--- src/rtl/ov_cam_pkg.sv ---
// Shared types and constants for the camera capture path: controller states,
// sticky error codes and the default frame geometry.
package ov_cam_pkg;

    localparam int DEF_WIDTH  = 640;
    localparam int DEF_HEIGHT = 480;

    typedef enum logic [2:0] {
        ST_IDLE    = 3'd0,
        ST_SYNC_HI = 3'd1,
        ST_SYNC_LO = 3'd2,
        ST_CAPTURE = 3'd3,
        ST_WAIT_WR = 3'd4,
        ST_ABORT   = 3'd5
    } cap_state_e;

    localparam logic [1:0] ERR_NONE  = 2'd0;
    localparam logic [1:0] ERR_LINE  = 2'd1;
    localparam logic [1:0] ERR_SHORT = 2'd2;
    localparam logic [1:0] ERR_LONG  = 2'd3;

    // Byte phase at which luma appears within a YUV422 byte pair.
    function automatic logic lumaPhase(input logic yFirst);
        return ~yFirst;
    endfunction

endpackage

--- src/rtl/sig_edge_det.sv ---
// Registers a single-bit signal and flags its rising/falling edge by comparing
// the live value with the value seen on the previous clock.
module sig_edge_det (
    input  logic clk_i,
    input  logic rst_i,
    input  logic sig_i,
    output logic level_o,
    output logic rise_o,
    output logic fall_o
);

    logic sig_q;

    always_ff @(posedge clk_i or posedge rst_i) begin
        if (rst_i) begin
            sig_q <= 1'b0;
        end else begin
            sig_q <= sig_i;
        end
    end

    assign level_o = sig_q;
    assign rise_o  = sig_i & ~sig_q;
    assign fall_o  = ~sig_i & sig_q;

endmodule

--- src/rtl/frame_capture_ctrl.sv ---
// Captures the luma plane of one YUV422 camera frame and streams it to the BMP writer.
// Line and frame length problems are latched in err until the next accepted start.
module frame_capture_ctrl
    import ov_cam_pkg::*;
#(
    parameter int WIDTH   = DEF_WIDTH,
    parameter int HEIGHT  = DEF_HEIGHT,
    parameter bit Y_FIRST = 1'b1
) (
    input  logic       HCLK,
    input  logic       HRESET,
    input  logic       start,
    input  logic       cam_vsync,
    input  logic       cam_href,
    input  logic [7:0] cam_data,
    input  logic       write_done,
    output logic       pix_valid,
    output logic [7:0] pix_data,
    output logic       busy,
    output logic       frame_done,
    output logic [1:0] err
);

    localparam int PW = $clog2(WIDTH + 1);
    localparam int LW = $clog2(HEIGHT + 1);
    localparam logic [PW-1:0] PIX_MAX    = PW'(WIDTH);
    localparam logic [LW-1:0] LINE_MAX   = LW'(HEIGHT);
    localparam logic [LW-1:0] LINE_LAST  = LW'(HEIGHT - 1);
    localparam logic          LUMA_PHASE = lumaPhase(Y_FIRST);

    cap_state_e    state_q;
    logic [PW-1:0] pixCnt_q;
    logic [LW-1:0] lineCnt_q;
    logic          phase_q;
    logic          phase_d;
    logic          hrefGated;
    logic          hrefLevel;
    logic          hrefRise;
    logic          hrefFall;
    logic          vsLevel;
    logic          vsRise;
    logic          vsFall;
    logic          lumaNow;
    logic          unusedEdgeBits;

    // Line bytes that arrive while vsync is high belong to no frame.
    assign hrefGated      = cam_href & ~cam_vsync;
    assign phase_d        = hrefGated ? ~phase_q : 1'b0;
    assign lumaNow        = hrefGated & (phase_q == LUMA_PHASE);
    assign unusedEdgeBits = hrefLevel ^ vsLevel ^ vsRise;

    sig_edge_det uHrefEdge (
        .clk_i   (HCLK),
        .rst_i   (HRESET),
        .sig_i   (hrefGated),
        .level_o (hrefLevel),
        .rise_o  (hrefRise),
        .fall_o  (hrefFall)
    );

    sig_edge_det uVsyncEdge (
        .clk_i   (HCLK),
        .rst_i   (HRESET),
        .sig_i   (cam_vsync),
        .level_o (vsLevel),
        .rise_o  (vsRise),
        .fall_o  (vsFall)
    );

    always_ff @(posedge HCLK or posedge HRESET) begin
        if (HRESET) begin
            state_q    <= ST_IDLE;
            pixCnt_q   <= '0;
            lineCnt_q  <= '0;
            phase_q    <= 1'b0;
            pix_valid  <= 1'b0;
            pix_data   <= '0;
            busy       <= 1'b0;
            frame_done <= 1'b0;
            err        <= ERR_NONE;
        end else begin
            phase_q    <= phase_d;
            pix_valid  <= 1'b0;
            frame_done <= 1'b0;
            case (state_q)
                ST_IDLE: begin
                    if (start) begin
                        state_q   <= ST_SYNC_HI;
                        busy      <= 1'b1;
                        err       <= ERR_NONE;
                        pixCnt_q  <= '0;
                        lineCnt_q <= '0;
                    end
                end
                ST_SYNC_HI: begin
                    if (cam_vsync) begin
                        state_q <= ST_SYNC_LO;
                    end
                end
                // vsync was high when we got here, so its fall marks the frame start.
                ST_SYNC_LO: begin
                    if (vsFall) begin
                        state_q <= ST_CAPTURE;
                    end
                end
                ST_CAPTURE: begin
                    if (cam_vsync && (lineCnt_q < LINE_MAX)) begin
                        err     <= ERR_SHORT;
                        state_q <= ST_ABORT;
                    end else if (lumaNow) begin
                        if ((pixCnt_q < PIX_MAX) && (lineCnt_q < LINE_MAX)) begin
                            pix_valid <= 1'b1;
                            pix_data  <= cam_data;
                            pixCnt_q  <= pixCnt_q + PW'(1);
                        end
                    end else if (hrefFall) begin
                        if ((pixCnt_q != PIX_MAX) && (err == ERR_NONE)) begin
                            err <= ERR_LINE;
                        end
                        pixCnt_q <= '0;
                        if (lineCnt_q != LINE_MAX) begin
                            lineCnt_q <= lineCnt_q + LW'(1);
                        end
                        if (lineCnt_q == LINE_LAST) begin
                            state_q <= ST_WAIT_WR;
                        end
                    end
                end
                // Any new line before the writer finishes means the camera sent too much.
                ST_WAIT_WR: begin
                    if (write_done) begin
                        state_q    <= ST_IDLE;
                        busy       <= 1'b0;
                        frame_done <= (err == ERR_NONE);
                    end else if (hrefRise && (err == ERR_NONE)) begin
                        err <= ERR_LONG;
                    end
                end
                ST_ABORT: begin
                    state_q <= ST_IDLE;
                    busy    <= 1'b0;
                end
                default: begin
                    state_q <= ST_IDLE;
                    busy    <= 1'b0;
                end
            endcase
        end
    end

endmodule

--- config.mk ---
export PLATFORM = sky130hd
export DESIGN_NAME = frame_capture_ctrl
export DESIGN_NICKNAME = d
export VERILOG_FILES = /design/src/rtl/ov_cam_pkg.sv /design/src/rtl/sig_edge_det.sv /design/src/rtl/frame_capture_ctrl.sv
export SDC_FILE = /design/constraint.sdc
export NUM_CORES = 1
export LEC_CHECK = 0
export BUFFER_PORTS_ARGS = -buffer_cell sky130_fd_sc_hd__buf_4
export CELL_PAD_IN_SITES_DETAIL_PLACEMENT = 1
export CELL_PAD_IN_SITES_GLOBAL_PLACEMENT = 1
export CORE_MARGIN = 2
export CORE_UTILIZATION = 25
export DETAILED_ROUTE_END_ITERATION = 8
export PLACE_DENSITY_LB_ADDON = 0.1
export SYNTH_ARGS = -nofsm -noshare
export SYNTH_HDL_FRONTEND = slang
export SYNTH_SLANG_ARGS = --single-unit
--- constraint.sdc ---
create_clock -name HCLK -period 2.45 [get_ports HCLK]
set_input_delay 0 -clock HCLK [delete_from_list [all_inputs] [get_ports HCLK]]
set_output_delay 0 -clock HCLK [all_outputs]
set_load 0.03 [all_outputs]
==> flow_summary.json, run 1 <==
{
  "cts_max_level": 2,
  "drtIter0Drc": 50,
  "irDropWorstVdd_uv": 226,
  "numCtsBuffers": 5,
  "drt-total-wl_um": 5860,
  "design.portCount": 27,
  "vias_per_cell": 4.89,
  "yosysWarnings": 0,
  "synth_top_cells_by_count": "nand2_1 (43), dfrtp_1 (38), o21ai_0 (19)",
  "p_per_area_nw_per_um2": 995,
  "rsz0062_at_grt": "false",
  "leakage_nw": 1.18,
  "crit_chain": "and3b_1 > nand4_4 > a211oi_4 > a41oi_2 > a21oi_2",
  "dp.cells": 357,
  "clk-insertion-delay-late_ns": 0.30,
  "worstPathArrival_ns": 2.30,
  "synth_cell_type_count": 47,
  "cap_violations": 0,
  "initial_core_util_pct": 25.7,
  "drive_gt1_share_pct": 20.7,
  "required_ns": 2.68,
  "die_y_um": 95.7,
  "place_ws_ns": 0.352,
  "hold_violations": 0,
  "relSlewSlack_pct": 63.4,
  "die_w_um": 95.7,
  "cpPeakStageDelay_ns": 0.54,
  "fmax_mhz": 482,
  "routedWlPerCell_um": 15.6,
  "max_slew.worst_pin.slew_ns": 0.544,
  "grt_pass1_vias": 1918,
  "dieArea_um2": 9160,
  "synthArstFlopShare_pct": 100,
  "cts_resized": 0,
  "synth_area_leaders": "dfrtp_1 (45%), nand2_1 (7.7%), o21ai_0 (4.5%)",
  "critPathTopFamily": "compound AO/OA/AOI/OAI gates",
  "grt_max_degree": 39,
  "start_kind": "register",
  "dr.pass1.iters": 4,
  "synthMuxAreaShare_pct": 2.56,
  "grt_pass1_wl_um": 9930,
  "synth_top_area_share_pct": 45.2,
  "clkTransAtPathRegs_ns": 0.08,
  "drtAntennaViolNets": 0,
  "antenna_found_initial": 0,
  "synth_edf_count": 0,
  "post-dp-hpwl_um": 4120,
  "cpMaxStageDelayCell": "a211oi_4",
  "yosysTopAreaCell": "dfrtp_1",
  "syn_area_per_cell_um2": 9.26,
  "synth_top_family_by_area": "simple AND/OR/NAND/NOR gates",
  "grt_use_total_pct": 14.2,
  "clock-sinks": 38,
  "outcome": "completed",
  "core-area_um2": 8180,
  "gp_congestion": 0.818,
  "synth_ff_type": "dfrtp_1",
  "setup-tns-final_ns": 0,
  "area_growth_pct": 26.4,
  "synth_most_common_cell": "nand2_1",
  "placement_rows": 33,
  "critical_path_class": "register to register",
  "clock-root-buffer": "clkbuf_8",
  "final_nets": 288,
  "critPathMaxFanout": 9,
  "finalCritPeriodShare_pct": 84.6,
  "period_minus_slack_ns": 2.07,
  "drv_slew": 0,
  "yosysSeqAreaShare_pct": 45.2,
  "synth-compound-area-share_pct": 16.6,
  "num_vias": 1838,
  "synthSimpleGateAreaFrac_pct": 28.8,
  "port_buffers": 26,
  "layout_setup_ws_ns": 0.377,
  "final_cells": 376,
  "crit_buf_inv": 0,
  "grt-ovfl-total": 0,
  "synthXorXnorAreaFrac_pct": 0.417,
  "hold_class": "input pin to register",
  "finClkSkew_ns": 0.00388,
  "endpoint_kind": "register",
  "setup_viol": 0,
  "cts.path.max_buffers": 2,
  "ys_seq_elements": 38,
  "drc_errors": 0,
  "synth_nets": 245,
  "synthesis.area_um2": 2100,
  "cts_tree": "built",
  "diodes": 0,
  "synthAdderAreaFrac_pct": 2.38,
  "synthCells": 227
}
[flip-flops by register name, indices dropped and copies added (netlist names)]
register / cells
pixCnt_q: 10
lineCnt_q: 9
pix_data: 8
state_q: 3
err: 2
busy: 1
frame_done: 1
phase_q: 1
pix_valid: 1
uHrefEdge.level_o: 1
uVsyncEdge.level_o: 1
[cells in the final DEF (no fill, tap or decap), types with 7 or more instances in the layout]
master | Yosys | final
nand3_1 | 11 | 11
inv_1 | 9 | 9
a31oi_1 | 7 | 7
nand2_1 | 43 | 43
dfrtp_1 | 38 | 38
buf_4 | 0 | 34
o21ai_0 | 19 | 19
a21oi_1 | 9 | 9
nor2_1 | 18 | 18
dlygate4sd3_1 | 0 | 11
[per-layer routing]
layer,part of all wire (%),GRT usage (%)
met1,49,18.8
met2,47,23.4
met3,2.1,2.66
met4,1.2,4.64
met5,0,0
[power breakdown]
part | internal (mW) | leakage, nW | switching, mW
clock network | 0.300 | 0.0579 | 0.242
logic | 0.483 | 0.620 | 0.755
registers | 0.765 | 0.502 | 0.0989
total | 1.55 | 1.18 | 1.10
[path summary, 6_finish.rpt]
check | startpoint | end | slack [ns] | depth (start not counted)
worst max-delay path | state_q[2]$_DFFE_PP0P_ | pixCnt_q[9]$_DFFE_PP0P_ | 0.38 | 5
worst min-delay path | cam_href | phase_q$_DFF_PP0_ | 0.04 | 2
max in group asynchronous | HRESET | frame_done$_DFF_PP0_ | 1.71 | 4
min in group asynchronous | HRESET | pix_data[2]$_DFFE_PP0P_ | 0.39 | 4
worst max register to register | state_q[2]$_DFFE_PP0P_ | pixCnt_q[9]$_DFFE_PP0P_ | 0.38 | 5
worst min register to register | pix_data[6]$_DFFE_PP0P_ | pix_data[6]$_DFFE_PP0P_ | 0.49 | 2
[through the flow]
stage,power [mW],cell area [µm²],hold slack (ns),util (%)
final,2.64,2660,0.0376,32.5
after floorplan,1.73,2100,0.0314,-
after detailed placement,2.13,2440,0.181,29.8
after global placement,2.12,2440,0.175,29.8
after global routing,2.85,2660,0.0267,32.5
after CTS,2.70,2660,0.0291,32.5
[kinds of logic after synthesis]
kind of cell    Yosys count
compound gates           51
xor+xnor                  1
fa+ha+maj                 4
buf+inv                  18
flops                    38
mux                       5
simple gates            110
[final cells by class]
cell class                 count  area [µm²]
multi-input combinational    171        1070
fill                         968        5520
sequential                    38         951
timing repair buffer          45         365
clock inverter                 3        40.0
inverter                       9        33.8
tap                          105         131
clock buffer                   5        68.8
[timing repair]
| item | CTS | global route |
|---|---|---|
| setup buffers | 0 | 0 |
| hold endpoints to repair | 48 | 0 |
| hold buffers | 11 | 0 |
| setup endpoints to repair | 0 | 0 |
(Power assumes the default switching activity.)
==> run 2, diff against run 1 <==
--- a/config.mk
+++ b/config.mk
@@ -5,6 +5,7 @@
 export SDC_FILE = /design/constraint.sdc
 export NUM_CORES = 1
 export LEC_CHECK = 0
+export ABC_AREA = 1
 export BUFFER_PORTS_ARGS = -buffer_cell sky130_fd_sc_hd__buf_4
 export CELL_PAD_IN_SITES_DETAIL_PLACEMENT = 1
 export CELL_PAD_IN_SITES_GLOBAL_PLACEMENT = 1
==> constraint.sdc (replaced) <==
create_clock -name HCLK -period 1.65 [get_ports HCLK]
set_input_delay 0 -clock HCLK [delete_from_list [all_inputs] [get_ports HCLK]]
set_output_delay 0 -clock HCLK [all_outputs]
set_load 0.03 [all_outputs]
==> run 2 against run 1 <==
Maximum frequency up 31%. Sequential cell count unchanged. Via count up 20%. Critical endpoint unchanged. Synthesized area up 6.2%. Synthesized cell count up 37%. Clock-buffer cell count unchanged. Worst setup slack worse by 0.30 ns. Sequential share of layout area down 3.9 points. Die area up 5.9%. Combinational power up 77%. Final cell count up 28%. Critical path type unchanged.
==> flow_summary.json, run 2 <==
{
  "outcome": "completed",
  "total_power_mw": 4.27,
  "critPathMaxFanout": 9,
  "synthArstFlopShare_pct": 100,
  "vias_per_cell": 4.58,
  "grt-ovfl-total": 0,
  "dieArea_um2": 9700,
  "synth_top_cells_by_count": "nand2_1 (108), dfrtp_1 (38), inv_1 (34)",
  "clock-sinks": 38,
  "final_nets": 391,
  "yosysTopAreaCell": "dfrtp_1",
  "design.portCount": 27,
  "synth_nets": 328,
  "synth_cell_type_count": 25,
  "start_kind": "register",
  "endpoint_kind": "register",
  "syn_area_per_cell_um2": 7.20,
  "p_per_area_nw_per_um2": 1430,
  "clock-root-buffer": "clkbuf_8",
  "rsz0062_at_grt": "true",
  "critical_path_class": "register to register",
  "hold_class": "input pin to register",
  "yosysSeqAreaShare_pct": 42.6,
  "final_cells": 482,
  "dp.cells": 456,
  "largest_reg_flops": 10,
  "final_util_pct": 34.4,
  "area_growth_pct": 33.6,
  "place_area_um2": 2650,
  "synth_top_area_share_pct": 42.6,
  "ys_seq_elements": 38,
  "drtAntennaViolNets": 0,
  "layout_setup_ws_ns": 0.0730,
  "grt_pass1_wl_um": 10900,
  "grt_pass1_vias": 2194,
  "die_w_um": 98.5,
  "post-dp-hpwl_um": 4390,
  "drt-total-wl_um": 6570,
  "synth_edf_count": 0,
  "max_slew.worst_pin.slew_ns": 0.538,
  "place_ws_ns": 0.00679,
  "grt_max_degree": 39,
  "antenna_found_initial": 0,
  "finalCritPeriodShare_pct": 95.6,
  "holdWs_ns": 0.0896,
  "fin_area_um2": 2980,
  "largestRegisters": "pixCnt_q: 10 flops, lineCnt_q: 9 flops, pix_data: 8 flops",
  "relSlewSlack_pct": 64.1,
  "die_y_um": 98.5,
  "setup_viol": 0,
  "synth_ff_type": "dfrtp_1",
  "drtIter0Drc": 68,
  "port_buffers": 26,
  "clk-insertion-delay-late_ns": 0.30,
  "final_cell_mix": "nand2_1 (105), buf_4 (44), dfrtp_1 (38), inv_1 (34), nor2_1 (32)",
  "clkTransAtPathRegs_ns": 0.08,
  "yosysWarnings": 0,
  "irDropWorstVdd_uv": 629,
  "leakage_nw": 1.44,
  "top_register": "pixCnt_q",
  "drc_errors": 0,
  "required_ns": 1.84,
  "gp_congestion": 0.769,
  "num_vias": 2206,
  "cts.path.max_buffers": 2,
  "initial_core_util_pct": 25.7,
  "cap_violations": 0,
  "placement_rows": 34,
  "cts_tree": "built",
  "worstPathArrival_ns": 1.77,
  "core-area_um2": 8680,
  "routedWlPerCell_um": 13.6,
  "synth_area_leaders": "dfrtp_1 (43%), nand2_1 (18%), inv_1 (5.7%)",
  "finClkSkew_ns": 0.00850,
  "drive_gt1_share_pct": 22.2,
  "diodes": 0,
  "hold_violations": 0,
  "synthesis.area_um2": 2230,
  "setup-tns-final_ns": 0,
  "synth_most_common_cell": "nand2_1",
  "synthCells": 310,
  "period_minus_slack_ns": 1.58,
  "fmax_mhz": 634,
  "grt_use_total_pct": 13.9,
  "cts_max_level": 2,
  "final_common_cell": "nand2_1",
  "numCtsBuffers": 5,
  "drv_slew": 0,
  "dr.pass1.iters": 4
}
==> run 2: timing repair <==
| action | 4_1_cts | 5_1_grt |
|---|---|---|
| endpoints found under the setup margin | 2 | 31 |
| gates resized for setup | 1 | 12 |
| cloned | 0 | 3 |
| hold buffers | 12 | 0 |
| endpoints found under the hold margin | 49 | 0 |
| pin swaps | 0 | 8 |
| setup buffers | 0 | 3 |
==> run 2: logic make-up after synthesis <==
kind of cell,share of synthesized area (%)
and+or+nand+nor,37.5
DFF,42.6
buffers and inverters,8.24
adders and majority gates,2.24
AOI/OAI and AO/OA,7.45
xor gates and xnor gates,1.96
==> run 2: cell type report <==
class / instances / area (µm²)
well taps: 108 / 135
flip-flops and latches: 38 / 951
multi-input cells: 231 / 1150
repair buffers: 58 / 482
fillers: 1109 / 5700
clock inverters: 3 / 40.0
inverters: 38 / 146
repair inverters: 1 / 7.51
clock buffers: 5 / 68.8
==> run 2: layer usage <==
metal | global-route usage [%] | wire length, µm
met5 | 0 | 0
met4 | 3.58 | 62
met3 | 2.62 | 137
met2 | 20.9 | 2950
met1 | 20.4 | 3420
==> run 2: worst paths after layout <==
kind	start	to	slack, ns	depth (start not counted)
setup / recovery	state_q[0]$_DFFE_PP0P_	pixCnt_q[9]$_DFFE_PP0P_	0.07	8
hold / removal	cam_href	uHrefEdge.level_o$_DFF_PP0_	0.09	4
setup reg to reg	state_q[0]$_DFFE_PP0P_	pixCnt_q[9]$_DFFE_PP0P_	0.07	8
hold reg to reg	pix_data[6]$_DFFE_PP0P_	pix_data[6]$_DFFE_PP0P_	0.49	2
max in group asynchronous	HRESET	pixCnt_q[4]$_DFFE_PP0P_	0.87	4
min in group asynchronous	HRESET	pixCnt_q[6]$_DFFE_PP0P_	0.39	4
==> run 2: worst max-delay path, cell delays in order, from the launching register on <==
cell and delay, ns:
dfrtp_1 0.44, inv_1 0.16, nand3_1 0.11, nand2_1 0.08
nand2_1 0.12, nand2_2 0.19, nand3_4 0.21, nand2_1 0.11
nand2_1 0.05
==> run 2: power breakdown <==
part | leakage (nW) | internal (mW) | switching (mW)
clock | 0.0579 | 0.446 | 0.371
combinational | 0.870 | 0.783 | 1.42
sequential | 0.508 | 1.11 | 0.139
